[src/rtl/dmem_responder_pkg.sv]
// Shared types and constants for the data-memory responder.
package dmem_responder_pkg;

    localparam int DATA_W     = 16;
    localparam int RD_LAT_MIN = 1;
    localparam int RD_LAT_MAX = 4;
    localparam int CNT_W      = 2;

    typedef enum logic [0:0] {
        IDLE = 1'b0,
        WAIT = 1'b1
    } state_t;

    // Address is legal when every bit above the array index is zero.
    function automatic logic addr_in_range(input logic [15:0] addr, input int abits);
        return ((addr >> abits) == 16'h0000);
    endfunction

endpackage

[src/rtl/dmem_array.sv]
// Single-port synchronous RAM, 2**ADDR_BITS x DATA_W, with registered read.
module dmem_array
    import dmem_responder_pkg::*;
#(
    parameter int ADDR_BITS = 8
) (
    input  logic                 clk,
    input  logic                 rst_n,
    input  logic                 en,
    input  logic                 we,
    input  logic                 clr,
    input  logic [ADDR_BITS-1:0] addr,
    input  logic [DATA_W-1:0]    din,
    output logic [DATA_W-1:0]    q
);

    logic [DATA_W-1:0] mem_r [0:(2**ADDR_BITS)-1];

    // Array write port; contents are intentionally not reset.
    always_ff @(posedge clk) begin
        if (en && we) begin
            mem_r[addr] <= din;
        end
    end

    // Read register; clr returns zero instead of array data for illegal reads.
    always_ff @(posedge clk or negedge rst_n) begin
        if (!rst_n) begin
            q <= {DATA_W{1'b0}};
        end else if (en && !we) begin
            q <= clr ? {DATA_W{1'b0}} : mem_r[addr];
        end
    end

endmodule

[src/rtl/dmem_responder.sv]
// Data-memory responder: accepts read/write requests, returns reads after RD_LATENCY clocks.
module dmem_responder
    import dmem_responder_pkg::*;
#(
    parameter int ADDR_BITS  = 8,
    parameter int RD_LATENCY = 2
) (
    input  logic        clock,
    input  logic        reset,
    input  logic        DMem_en,
    input  logic [15:0] DMem_addr,
    input  logic [15:0] Dmem_din,
    input  logic        DMem_rd,
    output logic [15:0] memout,
    output logic        rd_valid,
    output logic        wr_ack,
    output logic        mem_ready,
    output logic        addr_err
);

    generate
        if (RD_LATENCY < RD_LAT_MIN || RD_LATENCY > RD_LAT_MAX) begin : g_bad_latency
            $fatal(1, "dmem_responder: RD_LATENCY out of range 1..4");
        end
    endgenerate

    localparam logic [CNT_W-1:0] CNT_LOAD =
        (RD_LATENCY > 1) ? CNT_W'(RD_LATENCY - 2) : {CNT_W{1'b0}};

    state_t                 state_r;
    logic [CNT_W-1:0]       cnt_r;
    logic [ADDR_BITS-1:0]   addr_r;
    logic                   oor_r;
    logic                   rd_valid_r;
    logic                   wr_ack_r;
    logic                   mem_ready_r;
    logic                   addr_err_r;

    logic                   accept_s;
    logic                   in_range_s;
    logic                   read_done_s;
    logic                   ram_en_s;
    logic                   ram_we_s;
    logic                   ram_clr_s;
    logic [ADDR_BITS-1:0]   ram_addr_s;
    logic [DATA_W-1:0]      ram_q_s;

    assign accept_s    = DMem_en && mem_ready_r;
    assign in_range_s  = addr_in_range(DMem_addr, ADDR_BITS);
    assign read_done_s = (state_r == WAIT) && (cnt_r == {CNT_W{1'b0}});

    // The RAM read fires on the edge that completes the read, so the RAM
    // read register doubles as the held memout value for every latency.
    always_comb begin
        ram_en_s   = 1'b0;
        ram_we_s   = 1'b0;
        ram_clr_s  = 1'b0;
        ram_addr_s = DMem_addr[ADDR_BITS-1:0];
        if (read_done_s) begin
            ram_en_s   = 1'b1;
            ram_clr_s  = oor_r;
            ram_addr_s = addr_r;
        end else if (accept_s && DMem_rd) begin
            if (RD_LATENCY == 1) begin
                ram_en_s  = 1'b1;
                ram_clr_s = !in_range_s;
            end else begin
                ram_en_s  = 1'b0;
            end
        end else if (accept_s) begin
            ram_en_s = in_range_s;
            ram_we_s = in_range_s;
        end else begin
            ram_en_s = 1'b0;
        end
    end

    // Request FSM with registered handshake pulses.
    always_ff @(posedge clock or negedge reset) begin
        if (!reset) begin
            state_r     <= IDLE;
            cnt_r       <= {CNT_W{1'b0}};
            addr_r      <= {ADDR_BITS{1'b0}};
            oor_r       <= 1'b0;
            rd_valid_r  <= 1'b0;
            wr_ack_r    <= 1'b0;
            mem_ready_r <= 1'b1;
            addr_err_r  <= 1'b0;
        end else begin
            rd_valid_r <= 1'b0;
            wr_ack_r   <= 1'b0;
            addr_err_r <= 1'b0;
            case (state_r)
                IDLE: begin
                    if (accept_s) begin
                        addr_err_r <= !in_range_s;
                        if (DMem_rd) begin
                            if (RD_LATENCY == 1) begin
                                rd_valid_r <= 1'b1;
                            end else begin
                                state_r     <= WAIT;
                                cnt_r       <= CNT_LOAD;
                                mem_ready_r <= 1'b0;
                                addr_r      <= DMem_addr[ADDR_BITS-1:0];
                                oor_r       <= !in_range_s;
                            end
                        end else begin
                            wr_ack_r <= in_range_s;
                        end
                    end else begin
                        state_r <= IDLE;
                    end
                end
                WAIT: begin
                    if (cnt_r == {CNT_W{1'b0}}) begin
                        state_r     <= IDLE;
                        rd_valid_r  <= 1'b1;
                        mem_ready_r <= 1'b1;
                    end else begin
                        cnt_r <= cnt_r - {{(CNT_W-1){1'b0}}, 1'b1};
                    end
                end
                default: begin
                    state_r     <= IDLE;
                    cnt_r       <= {CNT_W{1'b0}};
                    mem_ready_r <= 1'b1;
                end
            endcase
        end
    end

    dmem_array #(
        .ADDR_BITS (ADDR_BITS)
    ) u_array (
        .clk   (clock),
        .rst_n (reset),
        .en    (ram_en_s),
        .we    (ram_we_s),
        .clr   (ram_clr_s),
        .addr  (ram_addr_s),
        .din   (Dmem_din),
        .q     (ram_q_s)
    );

    assign memout    = ram_q_s;
    assign rd_valid  = rd_valid_r;
    assign wr_ack    = wr_ack_r;
    assign mem_ready = mem_ready_r;
    assign addr_err  = addr_err_r;

endmodule

[config.mk]
export PLATFORM = sky130hd
export DESIGN_NAME = dmem_responder
export DESIGN_NICKNAME = d
export VERILOG_FILES = /design/src/rtl/dmem_responder_pkg.sv /design/src/rtl/dmem_array.sv /design/src/rtl/dmem_responder.sv
export SDC_FILE = /design/constraint.sdc
export NUM_CORES = 2
export LEC_CHECK = 0
export ABC_CLOCK_PERIOD_IN_PS = 4350
export BUFFER_PORTS_ARGS = -buffer_cell sky130_fd_sc_hd__buf_2
export CORE_MARGIN = 2
export CORE_UTILIZATION = 52
export DETAILED_ROUTE_END_ITERATION = 10
export HOLD_SLACK_MARGIN = 0.08
export PLACE_DENSITY = 0.72
export SLEW_MARGIN = 10
export SYNTH_ARGS = -nofsm -noshare
export SYNTH_HDL_FRONTEND = slang
export SYNTH_SLANG_ARGS = --single-unit
[constraint.sdc]
create_clock -name clock -period 4.35 [get_ports clock]
set_input_delay 0.435 -clock clock [delete_from_list [all_inputs] [get_ports clock]]
set_output_delay 0.435 -clock clock [all_outputs]
set_load 0.01 [all_outputs]
==> reports/metrics.csv <==
stage,metric,value,unit
critical_path,path_class,flop to flop,
placement,pre_cts_ws,-0.593,ns
yosys,synthDominantCellAreaShare,0.821,
floorplanning,die_area,293000,um2
final_layout,drive_above_1_share,0.149,
global_routing,use_met1,0.392,
global_routing,grt_max_degree,135,
route,num_vias,92700,
pwr,power_leakage,52.3,nW
clocking,cts-buffers-inserted,389,
sta,skew,0.0942,ns
global_routing,grtUsageTotal,0.295,
clocking,cts_sinks,4128,
sta,period_minus_slack,4.37,ns
pwr,ir_drop,358,uV
route,vias_per_cell,6.97,
critical_path,reg2regPathDepth,13,
clocking,cts_tree,done,
sta,hold_slack,0.0944,ns
sta,setup_viol,1,
route,ant_nets,0,
min_path,min-delay-start,Dmem_din[14],
critical_path,start_kind,flop,
min_path,hold_path_end,u_array.mem_r[204][14]$_DFFE_PP_,
global_routing,use_met2,0.452,
clocking,cts.path.max_buffers,4,
final_layout,regArea,124000,um2
yosys,ys_seq_area_frac,0.826,
clocking,clk_pin_slew,0.07,ns
yosys,ys.flop_type,edfxtp_1,
clocking,root_buffer,clkbuf_16,
sta,maxSlewHeadroom,0.106,
clocking,htreeDepth,5,
yosys,yosys_warnings,0,
critical_path,worst-r2r-setup-slack,-0.02,ns
placement,port_buffers,55,
floorplanning,die_w,541,um
route,dr.pass1.iters,8,
global_routing,busiest_layer,met2,
global_routing,antenna_found_initial,19,
route,post-route-drc-count,0,
floorplanning,dieHeight,541,um
flow_run,maxCapViolCount,0,
placement,gp_congestion,0.915,
global_routing,grt_pass1_vias,88900,
yosys,synthDistinctLibCells,39,
sta,clock.fmax,0.229,GHz
route,drt_iter0_drc,16600,
sta,timing.final.ws_setup,-0.0165,ns
sta,tns,-0.0165,ns
sta,report.final.slew_viol_count,0,
floorplanning,rows,197,
placement,hpwl,255000,um
yosys,yosys-top-cells-count,"edfxtp_1, o22ai_1, o21ai_0, buf_2, nor2_1",
final_layout,multiInputGateArea,23300,um2
yosys,async_flop_share,0.00775,
global_routing,globalRouteOverflowTotal,0,
min_path,hp-class,input port to flop,
critical_path,timing.rr.start,cnt_r[0]$_DFFE_PN0P_,
floorplanning,core-area,287000,um2
sta,period_share,1.00,
critical_path,cp_max_fo,104,
final_layout,nNetsFinal,9234,
yosys,netlist_area,150000,um2
critical_path,cp.arrival,5.21,ns
yosys,avgSynthCellArea,17.4,um2
final_layout,nFillCells,19900,
yosys,synth_edf_count,4096,
clocking,clock_latency,0.95,ns
sta,tightest_slew,1.33,ns
critical_path,endpoint_kind,flop,
yosys,syn-num-nets,8656,
yosys,yosys.area.top_type,edfxtp_1,
min_path,hold_depth,1,
floorplanning,initial_core_util,0.522,
status,run_status,finished with violations,
critical_path,r2r-end,u_array.q[1]$_DFFE_PN0P_,
yosys,synth_seq_cells,4128,
pwr,p_per_area,508,nW/um2
yosys,yosysMostFrequentCell,edfxtp_1,
global_routing,grtUsageMet3,0.0825,
floorplanning,io_pins,56,
global_routing,grt_pass1_wl,628000,um
route,wire_per_inst,33.4,um
yosys,postSynthCellCount,8619,
yosys,synth_area_leaders,"edfxtp_1, o22ai_1, o21ai_0, a41oi_1, buf_2",
status,violations,setup timing,
final_layout,area_growth_syn_to_layout,14.7,%
sta,hold_violations,0,
route,wl,445000,um
critical_path,crit_required,5.19,ns
how the worst max path moves through the flow:
stage / from / end / slack, ns / cells after the start
6_report: cnt_r[0]$_DFFE_PN0P_ / u_array.q[1]$_DFFE_PN0P_ / -0.02 / 13
5_1_grt: cnt_r[0]$_DFFE_PN0P_ / u_array.q[4]$_DFFE_PN0P_ / -0.002 / 13
4_1_cts: cnt_r[0]$_DFFE_PN0P_ / u_array.q[14]$_DFFE_PN0P_ / 0.005 / 14
3_5_place_dp: cnt_r[0]$_DFFE_PN0P_ / u_array.q[15]$_DFFE_PN0P_ / -0.59 / 13
3_3_place_gp: cnt_r[0]$_DFFE_PN0P_ / u_array.q[15]$_DFFE_PN0P_ / -0.61 / 13
2_1_floorplan: cnt_r[0]$_DFFE_PN0P_ / u_array.mem_r[184][0]$_DFFE_PP_ / 1.0 / 12
layout make-up:
| type | count | area share |
|---|---|---|
| Multi-Input combinational cell | 3851 | 0.135 |
| Inverter | 9 | 0.000204 |
| Timing Repair Buffer | 818 | 0.0444 |
| Sequential cell | 4128 | 0.720 |
| Antenna cell | 14 | 0.000204 |
| Tap cell | 3781 | 0.0275 |
| Clock buffer | 485 | 0.0599 |
| Clock inverter | 218 | 0.0120 |
worst max-delay path, stage by stage, from the launching register on:
cell,delay (ns)
dfrtp_1,0.40
inv_1,0.07
ha_1,0.30
nand2_4,0.10
clkinv_2,0.21
o21a_4,0.27
buf_4,0.22
buf_12,0.38
o22ai_1,0.16
o21ai_0,0.54
a41oi_1,0.66
a21oi_1,0.31
o221ai_1,0.25
o21ai_1,0.22
metal layers:
layer / share of wire / up-vias
li1: - / 37400
met1: 0.34 / 46300
met2: 0.46 / 7791
met3: 0.14 / 1233
met4: 0.054 / 18
met5: 0.00027 / -
flip-flops by register name (all words and copies together) (netlist names):
name / count
wr_ack: 1
oor_r: 1
state_r: 1
cnt_r: 2
rd_valid: 1
mem_ready: 1
u_array.q: 16
addr_r: 8
addr_err: 1
u_array.mem_r: 4096
cells in the final DEF (no fill, tap or decap), types with 66 or more instances in the layout:
master and instances:
o21ai_0 931, edfxtp_1 4096, a22oi_1 128, nor2_1 258
buf_4 631, buf_12 116, o22ai_1 1932, a21oi_1 66
a41oi_1 228, clkbuf_1 82, clkinv_1 91, clkbuf_16 395
power breakdown:
group / switching [mW] / total, mW / internal (mW)
Sequential: 0.277 / 44.1 / 43.8
Clock: 14.5 / 33.1 / 18.6
Combinational: 7.14 / 10.1 / 2.98
Total: 21.9 / 87.3 / 65.4
repair_timing:
item,CTS,global route
hold buffers,16,0
resized for setup,7,35
endpoints found under the hold margin,42,0
pin swaps,3,2
endpoints found under the setup margin,9,119
buffers inserted,12,0
through the flow:
step / util / instance area [um2] / instances / power [mW]
finish: 0.598 / 172000 / 13300 / 87.3
global placement: 0.553 / 159000 / 12600 / 54.3
global route: 0.598 / 172000 / 13300 / 89.2
detailed placement: 0.553 / 159000 / 12600 / 54.5
CTS: 0.597 / 172000 / 13300 / 87.0
floorplan: - / 150000 / 8619 / 49.6
logic make-up (layout without fill, tap and decap cells):
family | count (synthesis) | after routing | synth area share
fa+ha+maj | 1 | 1 | 0.0000835
simple gates | 420 | 420 | 0.0120
buf+inv | 640 | 1530 | 0.0213
mux | 2 | 2 | 0.000150
other cells | 0 | 14 | 0
flops | 4128 | 4128 | 0.826
compound gates | 3428 | 3428 | 0.141
(Power assumes the default switching activity.)
